`config.mk`:
```
export PLATFORM = sky130hd
export DESIGN_NAME = axi_lite_slave_regs
export DESIGN_NICKNAME = d
export VERILOG_FILES = /design/src/rtl/axi_lite_slave_regs.sv
export SDC_FILE = /design/constraint.sdc
export NUM_CORES = 1
export LEC_CHECK = 0
export BUFFER_PORTS_ARGS = -buffer_cell sky130_fd_sc_hd__buf_2
export CELL_PAD_IN_SITES_DETAIL_PLACEMENT = 1
export CELL_PAD_IN_SITES_GLOBAL_PLACEMENT = 1
export CORE_ASPECT_RATIO = 0.8
export CORE_MARGIN = 10
export CORE_UTILIZATION = 35
export CTS_CLUSTER_SIZE = 40
export DETAILED_ROUTE_END_ITERATION = 12
export PLACE_DENSITY_LB_ADDON = 0.2
export SYNTH_ARGS = -nofsm -noshare
export SYNTH_HDL_FRONTEND = slang
export SYNTH_SLANG_ARGS = --single-unit
export TNS_END_PERCENT = 100
```
`constraint.sdc`:
```
create_clock -name aclk -period 3.58 [get_ports aclk]
set_input_delay 0.716 -clock aclk [delete_from_list [all_inputs] [get_ports aclk]]
set_output_delay 0.716 -clock aclk [all_outputs]
set_load 0.02 [all_outputs]
```
`src/rtl/axi_lite_slave_regs.sv`:
```
// AXI4-Lite responder with a bank of NUM_REGS 32-bit registers; independent write/read FSMs.
// Define AXI_SLAVE_WSTRB_EN to honour wstrb byte lanes; otherwise every write updates all 32 bits.
module axi_lite_slave_regs #(
  parameter int unsigned ADDR_WIDTH = 32,
  parameter int unsigned DATA_WIDTH = 32,
  parameter int unsigned NUM_REGS   = 16
) (
  input  logic                    aclk,
  input  logic                    areset_n,
  input  logic [ADDR_WIDTH-1:0]   awaddr,
  input  logic                    awvalid,
  output logic                    awready,
  input  logic [DATA_WIDTH-1:0]   wdata,
  input  logic [DATA_WIDTH/8-1:0] wstrb,
  input  logic                    wvalid,
  output logic                    wready,
  output logic [1:0]              bresp,
  output logic                    bvalid,
  input  logic                    bready,
  input  logic [ADDR_WIDTH-1:0]   araddr,
  input  logic                    arvalid,
  output logic                    arready,
  output logic [DATA_WIDTH-1:0]   rdata,
  output logic [1:0]              rresp,
  output logic                    rvalid,
  input  logic                    rready
);

  localparam int unsigned STRB_W = DATA_WIDTH / 8;
  localparam int unsigned WIDX_W = ADDR_WIDTH - 2;
  localparam int unsigned IDX_W  = (NUM_REGS > 1) ? $clog2(NUM_REGS) : 1;

  localparam logic [0:0] W_IDLE = 1'b0;
  localparam logic [0:0] W_RESP = 1'b1;
  localparam logic [0:0] R_IDLE = 1'b0;
  localparam logic [0:0] R_DATA = 1'b1;

  localparam logic [1:0] RESP_OKAY   = 2'b00;
  localparam logic [1:0] RESP_SLVERR = 2'b10;

  logic [0:0]            w_state_q, w_state_d;
  logic                  aw_lat_q, aw_lat_d, w_lat_q, w_lat_d;
  logic [ADDR_WIDTH-1:0] awaddr_q, awaddr_d;
  logic [DATA_WIDTH-1:0] wdata_q, wdata_d;
  logic [STRB_W-1:0]     wstrb_q, wstrb_d;
  logic                  awready_q, awready_d, wready_q, wready_d;
  logic                  bvalid_q, bvalid_d;
  logic [1:0]            bresp_q, bresp_d;

  logic [0:0]            r_state_q, r_state_d;
  logic                  arready_q, arready_d, rvalid_q, rvalid_d;
  logic [DATA_WIDTH-1:0] rdata_q, rdata_d;
  logic [1:0]            rresp_q, rresp_d;

  logic [DATA_WIDTH-1:0] regs_q [NUM_REGS];
  logic [DATA_WIDTH-1:0] regs_d [NUM_REGS];

  logic                  aw_hs, w_hs, ar_hs, aw_ok, ar_ok;
  logic [ADDR_WIDTH-1:0] aw_addr_use;
  logic [DATA_WIDTH-1:0] wdata_use;
  logic [STRB_W-1:0]     wstrb_use;
  logic [WIDX_W-1:0]     aw_idx, ar_idx;
  logic                  unused_addr;

  assign aw_hs       = awvalid && awready_q;
  assign w_hs        = wvalid && wready_q;
  assign ar_hs       = arvalid && arready_q;
  // A latched half takes priority; otherwise the half arriving this cycle is used directly.
  assign aw_addr_use = aw_lat_q ? awaddr_q : awaddr;
  assign wdata_use   = w_lat_q ? wdata_q : wdata;
  assign wstrb_use   = w_lat_q ? wstrb_q : wstrb;
  assign aw_idx      = aw_addr_use[ADDR_WIDTH-1:2];
  assign ar_idx      = araddr[ADDR_WIDTH-1:2];
  assign aw_ok       = aw_idx < WIDX_W'(NUM_REGS);
  assign ar_ok       = ar_idx < WIDX_W'(NUM_REGS);
  assign unused_addr = ^{aw_addr_use[1:0], araddr[1:0]};

`ifndef AXI_SLAVE_WSTRB_EN
  logic unused_strb;
  assign unused_strb = ^wstrb_use;
`endif

  // Write channel: collect AW and W in either order, commit when both are present.
  always_comb begin
    w_state_d = w_state_q;
    aw_lat_d  = aw_lat_q;
    w_lat_d   = w_lat_q;
    awaddr_d  = awaddr_q;
    wdata_d   = wdata_q;
    wstrb_d   = wstrb_q;
    awready_d = awready_q;
    wready_d  = wready_q;
    bvalid_d  = bvalid_q;
    bresp_d   = bresp_q;
    regs_d    = regs_q;
    case (w_state_q)
      W_IDLE: begin
        if ((aw_lat_q || aw_hs) && (w_lat_q || w_hs)) begin
          if (aw_ok) begin
`ifdef AXI_SLAVE_WSTRB_EN
            for (int b = 0; b < int'(STRB_W); b++) begin
              if (wstrb_use[b]) regs_d[aw_idx[IDX_W-1:0]][8*b +: 8] = wdata_use[8*b +: 8];
            end
`else
            regs_d[aw_idx[IDX_W-1:0]] = wdata_use;
`endif
          end
          bresp_d   = aw_ok ? RESP_OKAY : RESP_SLVERR;
          bvalid_d  = 1'b1;
          aw_lat_d  = 1'b0;
          w_lat_d   = 1'b0;
          awready_d = 1'b0;
          wready_d  = 1'b0;
          w_state_d = W_RESP;
        end else begin
          if (aw_hs) begin
            aw_lat_d = 1'b1;
            awaddr_d = awaddr;
          end
          if (w_hs) begin
            w_lat_d = 1'b1;
            wdata_d = wdata;
            wstrb_d = wstrb;
          end
          awready_d = !(aw_lat_q || aw_hs);
          wready_d  = !(w_lat_q || w_hs);
        end
      end
      W_RESP: begin
        if (bready) begin
          bvalid_d  = 1'b0;
          bresp_d   = RESP_OKAY;
          awready_d = 1'b1;
          wready_d  = 1'b1;
          w_state_d = W_IDLE;
        end
      end
      default: w_state_d = W_IDLE;
    endcase
  end

  // Read channel: capture register contents at the AR handshake, hold until rready.
  always_comb begin
    r_state_d = r_state_q;
    arready_d = arready_q;
    rvalid_d  = rvalid_q;
    rdata_d   = rdata_q;
    rresp_d   = rresp_q;
    case (r_state_q)
      R_IDLE: begin
        arready_d = 1'b1;
        if (ar_hs) begin
          rdata_d   = ar_ok ? regs_q[ar_idx[IDX_W-1:0]] : '0;
          rresp_d   = ar_ok ? RESP_OKAY : RESP_SLVERR;
          rvalid_d  = 1'b1;
          arready_d = 1'b0;
          r_state_d = R_DATA;
        end
      end
      R_DATA: begin
        if (rready) begin
          rvalid_d  = 1'b0;
          arready_d = 1'b1;
          r_state_d = R_IDLE;
        end
      end
      default: r_state_d = R_IDLE;
    endcase
  end

  always_ff @(posedge aclk) begin
    if (!areset_n) begin
      w_state_q <= W_IDLE;
      aw_lat_q  <= 1'b0;
      w_lat_q   <= 1'b0;
      awaddr_q  <= '0;
      wdata_q   <= '0;
      wstrb_q   <= '0;
      awready_q <= 1'b0;
      wready_q  <= 1'b0;
      bvalid_q  <= 1'b0;
      bresp_q   <= 2'b00;
      r_state_q <= R_IDLE;
      arready_q <= 1'b0;
      rvalid_q  <= 1'b0;
      rdata_q   <= '0;
      rresp_q   <= 2'b00;
      for (int i = 0; i < int'(NUM_REGS); i++) regs_q[i] <= '0;
    end else begin
      w_state_q <= w_state_d;
      aw_lat_q  <= aw_lat_d;
      w_lat_q   <= w_lat_d;
      awaddr_q  <= awaddr_d;
      wdata_q   <= wdata_d;
      wstrb_q   <= wstrb_d;
      awready_q <= awready_d;
      wready_q  <= wready_d;
      bvalid_q  <= bvalid_d;
      bresp_q   <= bresp_d;
      r_state_q <= r_state_d;
      arready_q <= arready_d;
      rvalid_q  <= rvalid_d;
      rdata_q   <= rdata_d;
      rresp_q   <= rresp_d;
      regs_q    <= regs_d;
    end
  end

  assign awready = awready_q;
  assign wready  = wready_q;
  assign bvalid  = bvalid_q;
  assign bresp   = bresp_q;
  assign arready = arready_q;
  assign rvalid  = rvalid_q;
  assign rdata   = rdata_q;
  assign rresp   = rresp_q;

endmodule

```
# Yosys cells after proc, flatten, opt, wreduce, memory -nomap -nowiden
# Cells that the tools add are included.
# word_totals
reg_bits	621
output_inout_bits	41
elab_cells	101
# op_classes
magnitude_cmp	5
n_eq_ne	4
mux	38
n_bitwise	5
n_reduce_logical	19
# ops
operator	count
bitwise mux 512 bit	1
2-to-1 mux 32 bit	6
binary-select mux 32 bit (select 4 bit)	1
demux 32 bit (select 4 bit)	1
less-than comparator 30 x 5 -> 1 bit (second input constant)	2
2-to-1 mux 1 bit	17
one-hot mux 1 bit (2 select lines)	7
>= comparator 5 bit (second input constant)	2
inverter 4 -> 5 bit	2
AND reduction 2 bit	5
AND reduction 3 bit	3
2-to-1 mux 2 bit	4
!= test 2 bit (second input constant)	4
logical AND 1 bit	5
less-than comparator 5 x 1 -> 1 bit (second input constant)	1
one-hot mux 2 bit (2 select lines)	1
nonzero test 2 bit	2
inverter 1 bit	3
zero test 1 bit	2
logical OR 1 bit	2

# Logic depth before layout (Yosys ltp)
# depth
depth_word	7
ltp_mapped	8

# Least setup slack after synthesis
# No wires, ideal clock.
# synth_path
kind	input to register
startpoint	input port araddr[2]
endpoint	register rdata_q[0] (netlist: rdata[0])
t_arrival_ps	2578
required_ps	3452
slack_ps	874
stages	6
cell_sequence	buf_2 buf_1 buf_1 mux4_2 mux2i_1 o21ai_0
# synth_between
elab_chain_len	5
elab_cells_between_ends	6
cone_classes	order compare (1); mux (4); bitwise (1)
# synth_rtl
element	line_no	text
start, declared	20	input logic [ADDR_WIDTH-1:0] araddr,
branches (longest 4 deep; another with less-than comparator 30 x 5 -> 1 bit)	-	
2-to-1 mux 32 bit (*)	153	rdata_d = ar_ok ? regs_q[ar_idx[IDX_W-1:0]] : '0;
end signal, assigned	203	rdata_q <= rdata_d;
end, declared	52	logic [DATA_WIDTH-1:0] rdata_q, rdata_d;
# Mark *: on every way between the ends. The select of a mux whose other input is x is not followed.
# A chain may end at the register's enable or synchronous reset.

# Worst setup path in the final report
# layout_path
startpoint	register aw_lat_q
endpoint	register regs_q[248] (netlist name)
# layout_between
elab_chain_len	7
elab_cells_between_ends	12
cone_classes	order compare (3); mux (4); bitwise (1); reduce/logical (4)
# layout_rtl
element	line_no	text
start, declared	42	logic aw_lat_q, aw_lat_d, w_lat_q, w_lat_d;
start signal, assigned	191	aw_lat_q <= aw_lat_d;
2-to-1 mux 32 bit	69	assign aw_addr_use = aw_lat_q ? awaddr_q : awaddr;
inverter 4 -> 5 bit (implied by the code)	105	regs_d[aw_idx[IDX_W-1:0]] = wdata_use;
>= comparator 5 bit (implied by the code) / less-than comparator 5 x 1 -> 1 bit (equally long branches)	105	
logical AND 1 bit (implied by the code)	105	
2-to-1 mux 32 bit (implied by the code)	105	
demux 32 bit (select 4 bit)	105	
bitwise mux 512 bit	105	
end signal, assigned	205	regs_q <= regs_d;
end, declared	55	logic [DATA_WIDTH-1:0] regs_q [NUM_REGS];
# Parallel ways exist; a longest one is shown, timed or not.

==> impl_metrics.prom <==
# TYPE chip_impl_metric gauge
chip_impl_metric{name="min_period",unit="ns"} 2.83
chip_impl_metric{name="power.internal",unit="mW"} 11.1
chip_impl_info{name="grt_setup_unrepaired",value="no"} 1
chip_impl_metric{name="synth-edff-count",unit=""} 0
chip_impl_info{name="synth.most_common_cell",value="nand2_1"} 1
chip_impl_metric{name="power_leakage",unit="nW"} 14.0
chip_impl_info{name="crit_path_cell_trace",value="buf_4 -> nand2b_1 -> or4_1 -> a221oi_2 -> buf_4 -> nand4_1 -> buf_4 -> mux2i_1"} 1
chip_impl_metric{name="detailroute.via_count",unit=""} 18500
chip_impl_metric{name="area_of_the_multi_input_gates",unit="um^2"} 12900
chip_impl_metric{name="cts_htree_levels",unit=""} 3
chip_impl_metric{name="vdd.ir_drop.worst",unit="mV"} 0.277
chip_impl_metric{name="regToRegSetupSlack",unit="ns"} 0.75
chip_impl_metric{name="timing.max_cap.violations",unit=""} 0
chip_impl_info{name="worst_path_most_repeated_cell",value="buf_4"} 1
chip_impl_info{name="cp-startpoint",value="aw_lat_q"} 1
chip_impl_metric{name="logic_gate_share_of_total_power",unit="%"} 5.6
chip_impl_metric{name="switching_power",unit="mW"} 3.36
chip_impl_metric{name="critical-path-max-stage-delay",unit="ns"} 0.56
chip_impl_metric{name="totalWireLength",unit="um"} 77700
chip_impl_metric{name="power_per_cell_area",unit="nW/um^2"} 485
chip_impl_metric{name="clock-sinks",unit=""} 617
chip_impl_metric{name="grt_start_max_net_pins",unit=""} 128
chip_impl_metric{name="cts-buffers-inserted",unit=""} 68
chip_impl_info{name="yosys_most_used_dff",value="dfxtp_1"} 1
chip_impl_info{name="crit_path_end",value="regs_q[248]"} 1
chip_impl_metric{name="cp.arrival",unit="ns"} 3.32
chip_impl_metric{name="final_cells",unit=""} 3565
chip_impl_metric{name="die-height",unit="um"} 264
chip_impl_metric{name="drt-wirelength-per-cell",unit="um"} 21.8
chip_impl_metric{name="fillCellCount",unit=""} 8151
chip_impl_metric{name="clock_path_buffers",unit=""} 3
chip_impl_metric{name="fp.coreArea",unit="um^2"} 73900
chip_impl_metric{name="mappedNetlistArea",unit="um^2"} 26100
chip_impl_metric{name="placement.cell_area",unit="um^2"} 27700
chip_impl_metric{name="core.rowCount",unit=""} 89
chip_impl_metric{name="number_of_buffers_inserted_to_repair_setup_after_cts",unit=""} 0
chip_impl_metric{name="cts_hold_buf",unit=""} 0
chip_impl_metric{name="hold_viol_final",unit=""} 0
chip_impl_metric{name="utilization",unit="%"} 40.3
chip_impl_metric{name="drt-vias-per-instance",unit=""} 5.18
chip_impl_metric{name="drt_pass1_iterations",unit=""} 5
chip_impl_metric{name="setup_viol",unit=""} 0
chip_impl_metric{name="insertedDiodeCount",unit=""} 0
chip_impl_info{name="cts_tree",value="done"} 1
chip_impl_metric{name="seq_power_share",unit="%"} 48.1
chip_impl_info{name="type_of_the_worst_setup_path",value="reg2reg"} 1
chip_impl_metric{name="dp_slack",unit="ns"} 0.601
chip_impl_metric{name="globalRoute.totalOverflow",unit=""} 0
chip_impl_metric{name="design.portCount",unit=""} 148
chip_impl_metric{name="ys.warnings.count",unit=""} 0
chip_impl_info{name="outcome",value="completed"} 1
chip_impl_info{name="ctsRootBufferMaster",value="clkbuf_16"} 1
chip_impl_metric{name="design.die.area",unit="um^2"} 86100
chip_impl_info{name="synth_top_cells_by_count",value="nand2_1 (678), dfxtp_1 (617), mux2i_1 (544)"} 1
chip_impl_metric{name="maximum_clock_skew_at_final_layout",unit="ns"} 0.0136
chip_impl_info{name="synth.area.top_cells",value="dfxtp_1 (47%), mux2i_1 (21%), mux4_2 (11%)"} 1
chip_impl_metric{name="die_w",unit="um"} 326
chip_impl_metric{name="worst_slew_margin_relative_to_its_limit",unit="%"} 32.7
chip_impl_metric{name="yosysSeqAreaShare",unit="%"} 47.2
chip_impl_info{name="slowest_stage",value="dfxtp_1"} 1
chip_impl_info{name="r2r_end",value="regs_q[248]"} 1
chip_impl_info{name="cell_type_with_the_highest_aggregate_area_in_the_netlist",value="dfxtp_1"} 1
chip_impl_info{name="critPathCaptureType",value="flop"} 1
chip_impl_metric{name="dp_cells",unit=""} 3451
chip_impl_metric{name="worst_ep_required_time",unit="ns"} 4.08
chip_impl_metric{name="grt_first_pass_wirelength",unit="um"} 121000
chip_impl_metric{name="initial_util",unit="%"} 35.4
chip_impl_metric{name="worst_pin_slew",unit="ns"} 1.01
chip_impl_metric{name="finalCritPeriodShare",unit="%"} 79.0
chip_impl_metric{name="gp_congestion",unit=""} 0.707
chip_impl_metric{name="fin_tns_setup",unit="ns"} 0
chip_impl_info{name="startpoint_type",value="flop"} 1
chip_impl_metric{name="antenna_violations_before_repair",unit=""} 1
chip_impl_metric{name="grt_pass1_vias",unit=""} 20100
chip_impl_metric{name="track_usage",unit="%"} 17.7
chip_impl_metric{name="layout-drive-gt1-share",unit="%"} 18.2
chip_impl_metric{name="critical_path_peak_fanout",unit=""} 32
chip_impl_metric{name="unique_masters_post_synth",unit=""} 37
chip_impl_metric{name="finalWorstSetupSlack",unit="ns"} 0.753
chip_impl_metric{name="synth_top_area_share",unit="%"} 47.2
chip_impl_metric{name="hpwl",unit="um"} 44700
chip_impl_metric{name="syn-mean-instance-area",unit="um^2"} 10.6
chip_impl_metric{name="worstHoldPathCells",unit=""} 2
chip_impl_metric{name="area_growth_syn_to_layout",unit="%"} 14.0
chip_impl_metric{name="fin_area",unit="um^2"} 29800
chip_impl_metric{name="post_cts_resize_count",unit=""} 0
chip_impl_metric{name="postSynthCellCount",unit=""} 2478
chip_impl_metric{name="switching_share",unit="%"} 23.3
chip_impl_metric{name="ys_async_sr_fraction",unit="%"} 0
chip_impl_metric{name="clock_power_share",unit="%"} 46.3
chip_impl_metric{name="drt.antenna.violating_nets",unit=""} 0
chip_impl_metric{name="timing.final.max_slew_violations",unit=""} 0
chip_impl_metric{name="route.detailed.drc",unit=""} 0
chip_impl_metric{name="clk_transition_reported_paths",unit="ns"} 0.06
chip_impl_metric{name="worstSkewPairLatency",unit="ns"} 0.60
chip_impl_metric{name="drt-initial-drc-count",unit=""} 883
chip_impl_info{name="hold_path.class",value="in2reg"} 1
chip_impl_metric{name="max_freq",unit="MHz"} 354
chip_impl_metric{name="finish.net_count",unit=""} 2627
chip_impl_metric{name="io_buffers",unit=""} 137
chip_impl_info{name="worst_r2r_startpoint",value="aw_lat_q"} 1
chip_impl_metric{name="post_synthesis_register_bit_count",unit=""} 617
chip_impl_metric{name="seqCellArea",unit="um^2"} 12400
chip_impl_metric{name="r2r_cells",unit=""} 8
[kinds of logic (layout without fill, tap and decap cells)]
logic type             after synthesis  count (layout)  share of synthesized area (%)
buffers and inverters              221             306                           3.45
muxes                              735             735                           34.6
AOI/OAI and AO/OA                  149             149                           3.35
and+or+nand+nor                    755             755                           11.4
DFF                                617             617                           47.2
other                                1               2                         0.0143
[cells in the final DEF (no fill, tap or decap), drive strengths merged, types with 2 or more instances in the layout]
master / n
nand2: 678
dfxtp: 617
mux2i: 544
buf: 185
mux4: 128
clkbuf: 112
a21oi: 69
mux2: 63
o21ai: 34
a22oi: 30
nor2: 20
nand4: 18
nor4: 12
nand2b: 7
nor3: 6
inv: 6
nand3: 4
o32ai: 4
o22ai: 4
a211oi: 3
nor2b: 2
or4: 2
nor4b: 2
conb: 2
clkinv: 2
and2: 2
[state kept, by name, summed over array words and instances (netlist names)]
signal and cells:
wdata_q 32, arready 1, regs_q 512, rresp 1, r_state_q 1, wready 1, w_state_q 1, rdata 32
bvalid 1, rvalid 1, awready 1, w_lat_q 1, awaddr_q 30, aw_lat_q 1, bresp 1
[per-stage QoR]
stage | total power, mW | hold slack (ns)
after floorplan | 7.61 | 0.428
after global placement | 7.89 | 0.438
after detailed placement | 7.92 | 0.445
after CTS | 14.7 | 0.294
after global routing | 15.0 | 0.319
final | 14.4 | 0.327
[layer usage]
metal	vias to the layer above	part of all wire (%)	wire [um]	GRT usage [%]
li1	8709	-	-	-
met1	9419	45	34900	22.4
met2	234	50	39200	31.6
met3	98	2.8	2180	2.65
met4	0	1.8	1410	3.96
met5	-	0	0	0
[how the worst min path moves through the flow]
| stage | from | end |
|---|---|---|
| 2_1_floorplan | r_state_q | rvalid |
| 3_3_place_gp | wdata_q[0] | wdata_q[0] |
| 3_5_place_dp | wdata_q[15] | wdata_q[15] |
| 4_1_cts | rready | rvalid |
| 5_1_grt | rready | rvalid |
| 6_report | rready | rvalid |
[power by group through the flow]
stage          registers (mW)  clock network, mW  logic, mW
6_report                 6.94               6.70      0.809
5_1_grt                  6.95               7.17      0.888
4_1_cts                  6.94               6.91      0.826
3_5_place_dp             7.10                  0      0.824
3_3_place_gp             7.09                  0      0.798
2_1_floorplan            7.09                  0      0.521
[critical path, delay by kind of cell (launching register included)]
| family | cells | cell delay (ns) |
|---|---|---|
| buffers and inverters | 3 | 0.95 |
| and+or+nand+nor | 3 | 0.60 |
| DFF | 1 | 0.56 |
| muxes | 1 | 0.31 |
| AOI/OAI and AO/OA | 1 | 0.25 |
[final cells by class]
class | instances | share of cell area, %
Inverter | 6 | 0.0755
Sequential cell | 617 | 41.4
Tap cell | 1001 | 4.20
Clock buffer | 111 | 6.81
Timing Repair Buffer | 186 | 4.05
Multi-Input combinational cell | 1641 | 43.3
Clock inverter | 3 | 0.134
Note: power is estimated with default switching activity, not from simulation.
